===== src/rtl/booth_product_accumulator_pkg.sv =====
// Shared types and arithmetic helpers for the Booth product accumulator.
// Contents:
//   state_t          two-state accumulate / hold-result FSM encoding
//   acc_max/acc_min  signed limits of a w-bit accumulator (ACC_MAX / ACC_MIN)
//   sat_add          w-bit signed add with overflow flag and optional clamp
// Operands and results travel in CALC_W-bit signed containers, so one helper
// serves every accumulator width from 1 to CALC_W-1 bits.
package booth_product_accumulator_pkg;

    typedef enum logic {
        ACCUM = 1'b0,
        HOLD  = 1'b1
    } state_t;

    localparam int unsigned CALC_W  = 32;
    localparam int unsigned CALC_IW = $clog2(CALC_W);

    typedef struct packed {
        logic signed [CALC_W-1:0] sum;
        logic                     ovf;
    } sat_sum_t;

    // Largest signed value of a w-bit accumulator: 2^(w-1) - 1.
    function automatic logic signed [CALC_W-1:0] acc_max(input int unsigned w);
        logic signed [CALC_W-1:0] one;
        one = CALC_W'(1);
        return (one <<< (w - 1)) - one;
    endfunction

    // Smallest signed value of a w-bit accumulator: -2^(w-1).
    function automatic logic signed [CALC_W-1:0] acc_min(input int unsigned w);
        logic signed [CALC_W-1:0] one;
        one = CALC_W'(1);
        return -(one <<< (w - 1));
    endfunction

    // a and b must already lie in the w-bit signed range.
    function automatic sat_sum_t sat_add(input logic signed [CALC_W-1:0] a,
                                         input logic signed [CALC_W-1:0] b,
                                         input int unsigned              w,
                                         input logic                     saturate);
        sat_sum_t                 res;
        logic signed [CALC_W-1:0] raw;
        logic [CALC_IW-1:0]       msb;
        msb = CALC_IW'(w - 1);
        raw = a + b;
        // Keep the low w bits, sign-extended: the modulo-2^w result.
        raw = (raw <<< (CALC_W - w)) >>> (CALC_W - w);
        // Like-signed operands whose result flips sign have overflowed.
        res.ovf = (a[msb] == b[msb]) && (raw[msb] != a[msb]);
        if (res.ovf && saturate) begin
            res.sum = a[msb] ? acc_min(w) : acc_max(w);
        end else begin
            res.sum = raw;
        end
        return res;
    endfunction

endpackage


===== src/rtl/booth_sat_adder.sv =====
// Combinational ACC_W-bit signed adder with overflow detect and optional clamp.
// Ports:
//   a, b   in   ACC_W  signed operands
//   sum_c  out  ACC_W  wrapped or clamped sum (clamped when SATURATE != 0)
//   ovf_c  out  1      signed overflow occurred in this addition
module booth_sat_adder
    import booth_product_accumulator_pkg::*;
#(
    parameter int unsigned ACC_W    = 16,
    parameter int unsigned SATURATE = 1
) (
    input  logic signed [ACC_W-1:0] a,
    input  logic signed [ACC_W-1:0] b,
    output logic signed [ACC_W-1:0] sum_c,
    output logic                    ovf_c
);

    sat_sum_t res;
    logic     unused_sum_hi;

    always_comb begin
        res = sat_add(CALC_W'(a), CALC_W'(b), ACC_W, SATURATE != 0);
    end

    assign sum_c         = ACC_W'(res.sum);
    assign ovf_c         = res.ovf;
    // Upper container bits only replicate the sign of the w-bit result.
    assign unused_sum_hi = ^res.sum[CALC_W-1:ACC_W];

endmodule


===== src/rtl/booth_product_accumulator.sv =====
// Accumulates N_TERMS signed Booth products into one wide signed dot product.
// Requires PROD_W <= ACC_W <= 31 and N_TERMS >= 1.
// Ports:
//   clk, reset               clock (rising edge), asynchronous active-high reset
//   clear                    synchronous flush of partial group and pending result
//   prod_valid/ready/data    product input handshake (PROD_W signed)
//   sum_valid/ready/data     result output handshake (ACC_W signed)
//   sum_ovf                  at least one overflow while forming this result
//   term_count               products accepted so far in the current group
module booth_product_accumulator
    import booth_product_accumulator_pkg::*;
#(
    parameter int unsigned PROD_W   = 8,
    parameter int unsigned ACC_W    = 16,
    parameter int unsigned N_TERMS  = 4,
    parameter int unsigned SATURATE = 1
) (
    input  logic                           clk,
    input  logic                           reset,
    input  logic                           clear,
    input  logic                           prod_valid,
    output logic                           prod_ready,
    input  logic [PROD_W-1:0]              prod_data,
    output logic                           sum_valid,
    input  logic                           sum_ready,
    output logic [ACC_W-1:0]               sum_data,
    output logic                           sum_ovf,
    output logic [$clog2(N_TERMS+1)-1:0]   term_count
);

    localparam int unsigned CNT_W = $clog2(N_TERMS + 1);

    state_t                  state;
    state_t                  state_next;
    logic                    accept;
    logic                    last_term;
    logic                    sticky;
    logic                    add_ovf;
    logic signed [ACC_W-1:0] acc;
    logic signed [ACC_W-1:0] prod_ext;
    logic signed [ACC_W-1:0] add_sum;

    assign prod_ext  = ACC_W'($signed(prod_data));
    assign last_term = (term_count == CNT_W'(N_TERMS - 1));

    booth_sat_adder #(
        .ACC_W    (ACC_W),
        .SATURATE (SATURATE)
    ) u_adder (
        .a     (acc),
        .b     (prod_ext),
        .sum_c (add_sum),
        .ovf_c (add_ovf)
    );

    // State register.
    always_ff @(posedge clk or posedge reset) begin
        if (reset) begin
            state <= ACCUM;
        end else begin
            state <= state_next;
        end
    end

    // Next state: clear overrides; HOLD exits on the result handoff.
    always_comb begin
        state_next = state;
        if (clear) begin
            state_next = ACCUM;
        end else begin
            case (state)
                ACCUM:   if (accept && last_term) state_next = HOLD;
                HOLD:    if (sum_ready)           state_next = ACCUM;
                default:                          state_next = ACCUM;
            endcase
        end
    end

    // Handshake outputs decoded from the state register.
    always_comb begin
        prod_ready = 1'b0;
        sum_valid  = 1'b0;
        if (state == ACCUM) begin
            prod_ready = !clear;
        end else begin
            sum_valid  = 1'b1;
        end
        accept = prod_valid && prod_ready;
    end

    // Accumulator, group counter, sticky flag and result registers.
    always_ff @(posedge clk or posedge reset) begin
        if (reset) begin
            acc        <= '0;
            term_count <= '0;
            sticky     <= 1'b0;
            sum_data   <= '0;
            sum_ovf    <= 1'b0;
        end else if (clear) begin
            acc        <= '0;
            term_count <= '0;
            sticky     <= 1'b0;
            sum_data   <= '0;
            sum_ovf    <= 1'b0;
        end else if (accept) begin
            if (last_term) begin
                sum_data   <= add_sum;
                sum_ovf    <= sticky | add_ovf;
                acc        <= '0;
                term_count <= '0;
                sticky     <= 1'b0;
            end else begin
                acc        <= add_sum;
                term_count <= term_count + CNT_W'(1);
                sticky     <= sticky | add_ovf;
            end
        end
    end

endmodule


===== config.mk =====
export PLATFORM = sky130hd
export DESIGN_NAME = booth_product_accumulator
export DESIGN_NICKNAME = d
export VERILOG_FILES = /design/src/rtl/booth_product_accumulator_pkg.sv /design/src/rtl/booth_sat_adder.sv /design/src/rtl/booth_product_accumulator.sv
export SDC_FILE = /design/constraint.sdc
export NUM_CORES = 1
export LEC_CHECK = 0
export CORE_MARGIN = 2
export CORE_UTILIZATION = 59
export DETAILED_ROUTE_END_ITERATION = 12
export PLACE_DENSITY_LB_ADDON = 0.3
export SLEW_MARGIN = 15
export SYNTH_ARGS = -nofsm -noshare
export SYNTH_HDL_FRONTEND = slang
export SYNTH_SLANG_ARGS = --single-unit

===== constraint.sdc =====
create_clock -name clk -period 3.85 [get_ports clk]
set_clock_uncertainty 0.2 [all_clocks]
set_input_delay 0.9625 -clock clk [delete_from_list [all_inputs] [get_ports clk]]
set_output_delay 0.9625 -clock clk [all_outputs]
set_load 0.01 [all_outputs]

==> results of run 1 <==
metal layers:
layer / vias to the layer above / track usage [%]
met2: 53 / 46.5
met4: 0 / 9.00
met3: 13 / 5.76
li1: 1070 / -
met5: - / 0
met1: 1039 / 35.7
flip-flops by register name, indices dropped and copies added (netlist names):
register and cells:
acc 16, state 1, sticky 1, sum_data 16, sum_ovf 1, term_count 3
power breakdown:
group          total (mW)  switching, mW  internal, mW
sequential          0.445         0.0193         0.426
clock               0.289          0.145         0.144
combinational       0.423          0.242         0.181
total                1.16          0.407         0.751
worst paths after layout:
check / endpoint / slack [ns] / depth (start not counted)
worst max-delay path: acc[1] / 0.28 / 10
worst min-delay path: acc[5] / 0.29 / 2
worst max register to register: sum_data[12] / 1.12 / 8
worst min register to register: acc[5] / 0.29 / 2
max in group asynchronous: acc[4] / 1.98 / 3
min in group asynchronous: acc[14] / 0.85 / 2
metrics by stage:
step / hold slack (ns) / instances / utilization [%] / setup slack [ns]
6_report: 0.288 / 367 / 75.9 / 0.282
5_1_grt: 0.313 / 367 / 75.9 / 0.109
4_1_cts: 0.291 / 367 / 75.9 / 0.329
3_5_place_dp: 0.275 / 359 / 73.6 / 0.0415
3_3_place_gp: 0.268 / 359 / 73.6 / 0.132
2_1_floorplan: 0.254 / 265 / - / 0.783
worst reg2reg max path: stages (launching register included):
cell	delay, ns
dfrtp_1	0.40
ha_1	0.24
fa_1	0.44
nand3_1	0.12
a21o_1	0.14
a21oi_1	0.15
or4_1	0.53
a31oi_1	0.28
o21ai_1	0.11
cells by family (layout without fill, tap and decap cells):
group | count (synthesis) | after routing
DFF | 38 | 38
muxes | 2 | 2
adders and majority gates | 17 | 17
and+or+nand+nor | 93 | 93
AOI/OAI and AO/OA | 94 | 94
buffers and inverters | 13 | 65
xor gates and xnor gates | 8 | 8
area by class of cell:
class,count,area [sq um]
flip-flops and latches,38,951
inverters,5,18.8
well taps,50,62.6
fillers,304,962
repair buffers,52,488
clock buffers,6,82.6
clock inverters,2,12.5
multi-input cells,214,1420
cells in the final DEF, fill, tap and decap left out, types with 3 or more instances in the layout:
| cell | n |
|---|---|
| dfrtp_1 | 38 |
| clkdlybuf4s50_1 | 34 |
| nor2b_1 | 3 |
| nand2b_1 | 6 |
| o21ai_1 | 12 |
| a21oi_1 | 27 |
| nand4_1 | 3 |
| xor2_1 | 4 |
| buf_4 | 17 |
| o21ai_0 | 12 |
| nor2_1 | 19 |
| a21o_1 | 9 |
| or4_1 | 3 |
| inv_1 | 5 |
| nor3_1 | 4 |
| nand3_1 | 3 |
| xnor2_1 | 4 |
| o21ai_2 | 9 |
| clkbuf_8 | 6 |
| ha_1 | 16 |
| nand2_1 | 39 |
==> reports/qor.yml, run 1 <==
power.total_mw: 1.16
synth.top_cell.area_share_pct: 39.1
crit_start: "prod_data[7]"
fin_area_sq_mm: 0.00304
fin_crit_sh_pct: 92.7
synth_cell_types: 55
grt_pass1_wl_um: 9630
synth_cells: 265
numCtsBuffers: 5
synth_area_leaders: "dfrtp_1 39%, ha_1 8.2%, nand2_1 6.0%"
synth-seq-cells: 38
path_common_cell: "buf_4"
rows: 23
p_per_area_mw_per_mm2: 381
hold_violations: 0
finalSetupViolations: 0
synth_edf_count: 0
num_antenna_cells: 0
dieArea_sq_mm: 0.00466
syn_avg_cell_area_sq_um: 9.19
netlist_top_cells_count: "39 x nand2_1, 38 x dfrtp_1, 27 x a21oi_1, 19 x nor2_1, 16 x ha_1"
avgViaCountPerCell: 5.93
run_status: "finished, final reports clean"
grt_overflow: 0
crit_arrival_ns: 3.55
worstPathCellList: "clkdlybuf4s50_1 > buf_4 > ha_1 > o21a_1 > o2bb2ai_1 > nor3_1 > a21boi_2 > buf_4 > a21oi_1 > o21ai_0"
postCtsHoldBufs: 0
post-synth-top-count-cell: "nand2_1"
die_y_um: 68.2
total_leakage_power_nw: 1.40
top_layer: "met4"
holdCritStartpoint: "acc[5]"
worst-setup-path-type: "in2reg"
gp_congestion: 1.04
syn_nets: 295
cpLargestDelayFamily: "buffers and inverters"
synth_compound_area_share_pct: 27.0
cts_num_sinks: 38
crit_buf_inv: 3
clock.fmax_mhz: 280
tightest_slew_ns: 0.653
m1WireLength_um: 2570
ys.flop_type: "dfrtp_1"
fin_crit_ns: 3.57
synth_top_family_by_area: "compound AO/OA/AOI/OAI gates"
clkTransAtPathRegs_ns: 0.08
clockBufferDepth: 2
grt_antenna_before_repair: 0
cts_setup_buffers: 0
worst_setup_path_start_kind: "primary input"
grt_pass1_vias: 2090
synthSimpleGateAreaFrac_pct: 18.7
worst_setup_path_end_kind: "flop"
post-route-drc-count: 0
wl_um: 5770
setup_tns_ns: 0
portBuffers: 34
cts_tree: "built"
initial_core_util_pct: 60.9
clockRootBuffer: "clkbuf_8"
drtAntennaViolNets: 0
synthXorXnorAreaFrac_pct: 2.88
rr_startpoint: "acc[0]"
required_ns: 3.83
grt_max_degree: 18
die_w_um: 68.2
rsz0062_at_grt: "no"
crit_slowest_cell: "clkdlybuf4s50_1"
track_usage_pct: 27.7
post_cts_resized: 0
vias: 2175
nets: 346
firstDrtPassIters: 4
slew_violations: 0
ys_warn_count: 0
syn-cell-area_sq_mm: 0.00243
syn_to_final_growth_pct: 24.8
synthMuxAreaShare_pct: 0.874
post-synth-top-area-cell: "dfrtp_1"
peakVddDrop_mv: 0.238
clk_latency_ns: 0.30
holdCritPathClass: "reg2reg"
timing.slew.headroom_pct: 56.4
met3_length_um: 244
seq_area_frac_synth_pct: 39.1
drv_cap: 0
synthAdderAreaFrac_pct: 9.04
pin_count: 35
crit_fanout: 8
drtIter0Drc: 128
core-area_sq_mm: 0.00400
wl_per_cell_um: 15.7
cpPeakStageDelay_ns: 0.61
place_area_sq_mm: 0.00294
wl_met2_um: 2830
async_flop_share_pct: 100
h-tree-depth: 2
drive_gt1_share_pct: 15.1
dp_hpwl_um: 4260
(Power assumes the default switching activity.)
==> run 2, diff against run 1 <==
--- a/config.mk
+++ b/config.mk
@@ -8,6 +8,7 @@
 export CORE_MARGIN = 2
 export CORE_UTILIZATION = 59
 export DETAILED_ROUTE_END_ITERATION = 12
+export GPL_TIMING_DRIVEN = 0
 export PLACE_DENSITY_LB_ADDON = 0.3
 export SLEW_MARGIN = 15
 export SYNTH_ARGS = -nofsm -noshare
==> run 2 against run 1 <==
Non-clock buffer count fell by 10. Final cell count down 2.7%. Cell area shrank 3.0%. Die area stayed put. Sequential power about the same. Combinational power decreased by 6.9%. Utilization fell by 2.3 points. First-iteration DRC count decreased by 15%. Clock power hardly changed. Flip-flop and latch count stayed put. Clock-buffer cell count unchanged. Critical path type unchanged. Critical endpoint is now sum_data[14]. Largest power group unchanged.
==> reports/qor.yml, run 2 (synthesized netlist as in run 1, its figures left out) <==
h-tree-depth: 2  # unchanged
clockBufferDepth: 2  # unchanged
finalSetupViolations: 0  # unchanged
vias: 2109  # -3.0%
clk_latency_ns: 0.30  # about the same
fin_crit_ns: 3.47  # -0.0937 ns
rows: 23  # unchanged
gp_congestion: 0.920  # -11%
path_common_cell: "o21ai_0"
peakVddDrop_mv: 0.225  # -5.5%
holdCritPathClass: "reg2reg"
cpLargestDelayFamily: "compound AO/OA/AOI/OAI gates"
postCtsHoldBufs: 0  # unchanged
pin_count: 35  # unchanged
worstPathCellList: "dlymetal6s2s_1 > ha_1 > clkbuf_1 > a21oi_1 > o21ai_0 > or4_1 > o21ai_0 > o21bai_1 > a32o_1"
nets: 336  # -2.9%
clkPwrFrac_pct: 25.6  # +0.6 points
post-route-drc-count: 0  # unchanged
mostFrequentLayoutCell: "nand2_1"
dp_hpwl_um: 3970  # -7.0%
run_status: "finished, final reports clean"
p_int_uw: 730  # -2.7%
clkTransAtPathRegs_ns: 0.07  # about the same
track_usage_pct: 25.6  # -2.1 points
crit_fanout: 14  # +6
pre_cts_slack_ns: -0.262  # -0.303 ns
die_y_um: 68.2  # unchanged
crit_slowest_cell: "dlymetal6s2s_1"
num_antenna_cells: 0  # unchanged
crit_buf_inv: 2  # -1
whs_ns: 0.288  # -0.000351 ns
p_per_area_mw_per_mm2: 383  # +0.56%
grt_antenna_before_repair: 0  # unchanged
initial_core_util_pct: 60.9  # unchanged
power.switching_uw: 398  # -2.1%
grt_pass1_wl_um: 8880  # -7.8%
dp.cells: 349  # -2.8%
grt_overflow: 0  # unchanged
final_cell_mix: "39 x nand2_1, 38 x dfrtp_1, 32 x clkdlybuf4s50_1, 27 x a21oi_1, 19 x nor2_1"
slew_violations: 0  # unchanged
avgViaCountPerCell: 5.91  # -0.32%
drtAntennaViolNets: 0  # unchanged
dieArea_sq_mm: 0.00466  # unchanged
drive_gt1_share_pct: 11.4  # -3.7 points
clockRootBuffer: "clkbuf_8"
cts_tree: "built"
clock.fmax_mhz: 288  # +2.7%
cts_num_sinks: 38  # unchanged
worst-setup-path-type: "in2reg"
portBuffers: 33  # -2.9%
firstDrtPassIters: 4  # unchanged
hold_violations: 0  # unchanged
fin_crit_sh_pct: 90.2  # -2.4 points
comb_power_share_pct: 34.9  # -1.6 points
seq_power_share_pct: 39.5  # +1.0 points
grt_pass1_vias: 1959  # -6.3%
reg.largest.list: "acc (16), sum_data (16), term_count (3)"
place_area_sq_mm: 0.00285  # -3.2%
setup_ws_ns: 0.375  # +0.0937 ns
tightest_slew_ns: 0.622  # -0.0307 ns
required_ns: 3.83  # about the same
worst_setup_path_start_kind: "primary input"
timing.slew.headroom_pct: 58.4  # +1.9 points
drv_cap: 0  # unchanged
fin_area_sq_mm: 0.00295  # -3.0%
syn_to_final_growth_pct: 21.0
die_w_um: 68.2  # unchanged
total_leakage_power_nw: 1.34  # -4.3%
final_cells: 357  # -2.7%
setup_tns_ns: 0  # unchanged
drtIter0Drc: 109  # -15%
switching_share_pct: 35.3  # +0.15 points
rsz0062_at_grt: "no"
wl_per_cell_um: 15.2  # -3.1%
numCtsBuffers: 5  # unchanged
grt_max_degree: 37  # +19
cpPeakStageDelay_ns: 0.47  # -0.14 ns
crit_arrival_ns: 3.45  # -0.10 ns
worst_setup_path_end_kind: "flop"
cts_setup_buffers: 0  # unchanged
core-area_sq_mm: 0.00400  # unchanged
wl_um: 5440  # -5.7%
[run 2: cell types whose count changed in the layout (fill, tap and decap cells not counted)]
cell,previous run,this run
buf_4,17,1
clkbuf_1,0,5
clkdlybuf4s50_1,34,32
buf_2,0,1
buf_6,0,1
dlymetal6s2s_1,0,1
inv_1,5,4
inv_2,0,1
[run 2: per-layer routing]
layer  vias to the layer above  wire length, um  part of all wire [%]  global-route usage, %
li1                       1047                -                     -                      -
met1                      1007             2500                    46                   33.4
met2                        48             2620                    48                   41.5
met3                         7              250                   4.6                   5.76
met4                         0               76                   1.4                   9.75
met5                         -                0                     0                      0
[run 2: area by class of cell]
class                           instances  area, sq um
Multi-Input combinational cell        214         1420
Fill cell                             321         1050
Sequential cell                        38          951
Timing Repair Buffer                   34          353
Clock buffer                            6         82.6
Tap cell                               50         62.6
Buffer                                  8         42.5
Inverter                                5         18.8
Clock inverter                          2         12.5
[run 2: final timing paths]
path / startpoint / to / slack (ns) / depth (start not counted)
max in group asynchronous: reset / sum_data[12] / 2.41 / 3
min in group asynchronous: reset / acc[11] / 0.65 / 2
setup / recovery: prod_data[7] / sum_data[14] / 0.38 / 9
setup reg to reg: acc[0] / sum_data[12] / 1.12 / 8
hold / removal: acc[9] / acc[9] / 0.29 / 2
hold reg to reg: acc[9] / acc[9] / 0.29 / 2
[run 2: timing repair]
action,in CTS,in global routing
endpoints found under the hold margin,0,0
setup endpoints to repair,0,31
gates resized for setup,0,1
[run 2: worst register-to-register path: cells and delay by family (launching register included)]
family          cells  cell delay (ns)
simple gates        2             0.67
compound gates      4             0.68
fa+ha+maj           2             0.68
flops               1             0.39
[run 2: power groups by stage]
| stage | logic [mW] | clock network, mW | registers, mW |
|---|---|---|---|
| after global placement | 0.377 | 0 | 0.451 |
| after global routing | 0.441 | 0.305 | 0.449 |
| after CTS | 0.391 | 0.290 | 0.446 |
| final | 0.394 | 0.289 | 0.446 |
| after detailed placement | 0.388 | 0 | 0.453 |
| after floorplan | 0.299 | 0 | 0.449 |
[run 2: stage by stage]
step	utilization [%]	total power, mW
2_1_floorplan	-	0.749
3_3_place_gp	70.7	0.828
3_5_place_dp	71.2	0.841
4_1_cts	73.6	1.13
5_1_grt	73.6	1.19
6_report	73.6	1.13
==> run 3, diff against run 2 <==
--- a/config.mk
+++ b/config.mk
@@ -6,11 +6,10 @@
 export NUM_CORES = 1
 export LEC_CHECK = 0
 export CORE_MARGIN = 2
-export CORE_UTILIZATION = 59
+export CORE_UTILIZATION = 40
 export DETAILED_ROUTE_END_ITERATION = 12
 export GPL_TIMING_DRIVEN = 0
 export PLACE_DENSITY_LB_ADDON = 0.3
-export SLEW_MARGIN = 15
 export SYNTH_ARGS = -nofsm -noshare
 export SYNTH_HDL_FRONTEND = slang
 export SYNTH_SLANG_ARGS = --single-unit
==> run 3 against run 2 <==
Critical path depth did not move. Register-to-register slack barely moved. Via count rose by 0.38%. Clock power rose by 2%. Critical path type unchanged. Largest cell class unchanged. Highest routed layer unchanged.
==> reports/qor.yml, run 3 (synthesized netlist as in run 1, its figures left out) <==
numCtsBuffers: 5  # unchanged
rows: 28  # +22%
dp_hpwl_um: 4080  # +2.8%
vias: 2117  # +0.38%
required_ns: 3.84  # about the same
die_y_um: 82.0  # +20%
avgViaCountPerCell: 5.56  # -5.9%
tightest_slew_ns: 0.798  # +0.175 ns
track_usage_pct: 18.2  # -7.4 points
fin_crit_sh_pct: 90.6  # +0.36 points
cts_tree: "built"
portBuffers: 33  # unchanged
drtAntennaViolNets: 0  # unchanged
firstDrtPassIters: 4  # unchanged
die_w_um: 82.0  # +20%
post-route-drc-count: 0  # unchanged
hold_violations: 0  # unchanged
holdCritPathClass: "reg2reg"
finalSetupViolations: 0  # unchanged
reg2reg_to: "sum_data[12]"
drive_gt1_share_pct: 11.1  # -0.29 points
grt_pass1_vias: 1982  # +1.2%
dieArea_sq_mm: 0.00673  # +44%
run_status: "finished, final reports clean"
crit_start: "prod_data[7]"
worst_setup_path_start_kind: "primary input"
cpPeakStageDelay_ns: 0.49  # +0.02 ns
nFillCells: 568  # +77%
dp.cells: 373  # +6.9%
mostFrequentLayoutCell: "nand2_1"
cts_setup_buffers: 0  # unchanged
clockRootBuffer: "clkbuf_8"
slew_violations: 0  # unchanged
cts_num_sinks: 38  # unchanged
pin_count: 35  # unchanged
worst-setup-path-type: "in2reg"
drv_cap: 0  # unchanged
p_per_area_mw_per_mm2: 382  # -0.25%
clkTransAtPathRegs_ns: 0.08  # about the same
crit_slowest_cell: "dlymetal6s2s_1"
fin_crit_ns: 3.49  # +0.0138 ns
crit_arrival_ns: 3.47  # +0.02 ns
wl_um: 5580  # +2.5%
crit_fanout: 14  # unchanged
num_antenna_cells: 0  # unchanged
final_cells: 381  # +6.7%
clk_latency_ns: 0.30  # about the same
multi_input_area_sq_mm: 0.00142  # unchanged
setup_tns_ns: 0  # unchanged
reg.largest.list: "acc (16), sum_data (16), term_count (3)"
grt_overflow: 0  # unchanged
seq_area_sq_um: 951  # unchanged
power.total_mw: 1.13  # +0.14%
drtIter0Drc: 87  # -20%
peakVddDrop_mv: 0.283  # +25%
core-area_sq_mm: 0.00589  # +47%
clockBufferDepth: 2  # unchanged
rsz0062_at_grt: "no"
syn_to_final_growth_pct: 21.4
initial_core_util_pct: 41.4  # -20 points
h-tree-depth: 2  # unchanged
rr_worst_depth: 8  # unchanged
clock.fmax_mhz: 287  # -0.40%
nets: 335  # -0.30%
gp_congestion: 0.865  # -5.9%
total_leakage_power_nw: 1.33  # -0.70%
timing.slew.headroom_pct: 46.8  # -12 points
rr_startpoint: "acc[0]"
grt_pass1_wl_um: 9370  # +5.5%
worstPathCellList: "dlymetal6s2s_1 > ha_1 > and2_4 > a221o_1 > nor2b_2 > a41oi_4 > nand2_2 > buf_6 > o21ai_1"
grt_antenna_before_repair: 0  # unchanged
wl_per_cell_um: 14.6  # -4.0%
grt_max_degree: 39  # +5.4%
final_cell_mix: "39 x nand2_1, 38 x dfrtp_1, 32 x clkdlybuf4s50_1, 27 x a21oi_1, 19 x nor2_1"
reg2reg_slack_ns: 1.12  # about the same
worst_setup_path_end_kind: "flop"
timing.critical_path.to: "acc[10]"
## run 3: how the worst min path moves through the flow
stage	startpoint	endpoint	cells after the start
after floorplan	acc[5]	acc[5]	2
after global placement	acc[0]	acc[0]	2
after detailed placement	acc[8]	acc[8]	2
after CTS	acc[2]	acc[2]	2
after global routing	acc[2]	acc[2]	2
final	sum_data[2]	sum_data[2]	2
## run 3: layout make-up
type	count	share of cell area [%]
repair buffers	33	11.3
inverters	5	0.635
well taps	75	3.17
flip-flops and latches	38	32.2
clock inverters	2	0.423
multi-input cells	214	48.1
clock buffers	6	2.79
plain buffers	8	1.44
## run 3: repair_timing
action | CTS | global route
hold buffers | 0 | 0
resized for setup | 0 | 1
endpoints found under the setup margin | 0 | 29
## run 3: worst max-delay path, delay by kind of cell
kind	cells	cell delay, ns
AO/OA/AOI/OAI	3	0.72
adder cells (fa/ha/maj)	1	0.42
buffers and inverters	2	0.69
AND/OR/NAND/NOR	3	0.66
## run 3: through the flow
stage	worst slack (ns)	instance area, sq um	hold slack (ns)	utilization, %
after floorplan	0.783	2430	0.254	-
after CTS	0.0313	2950	0.291	50.2
after global routing	0.257	2960	0.301	50.2
after global placement	-0.252	2860	0.264	48.6
final	0.362	2960	0.286	50.2
after detailed placement	-0.280	2860	0.271	48.6
## run 3: report_power, final
group / switching [mW] / internal, mW / leakage [nW] / total [mW]
combinational: 0.235 / 0.158 / 0.764 / 0.393
clock: 0.150 / 0.144 / 0.0472 / 0.294
sequential: 0.0172 / 0.426 / 0.520 / 0.443
## run 3: metal layers
layer / up-vias / track usage, % / share of wire, %
li1: 1051 / - / -
met1: 1019 / 25.9 / 50
met2: 40 / 27.6 / 45
met3: 7 / 3.85 / 3.9
met4: 0 / 6.00 / 1.1
met5: - / 0 / 0
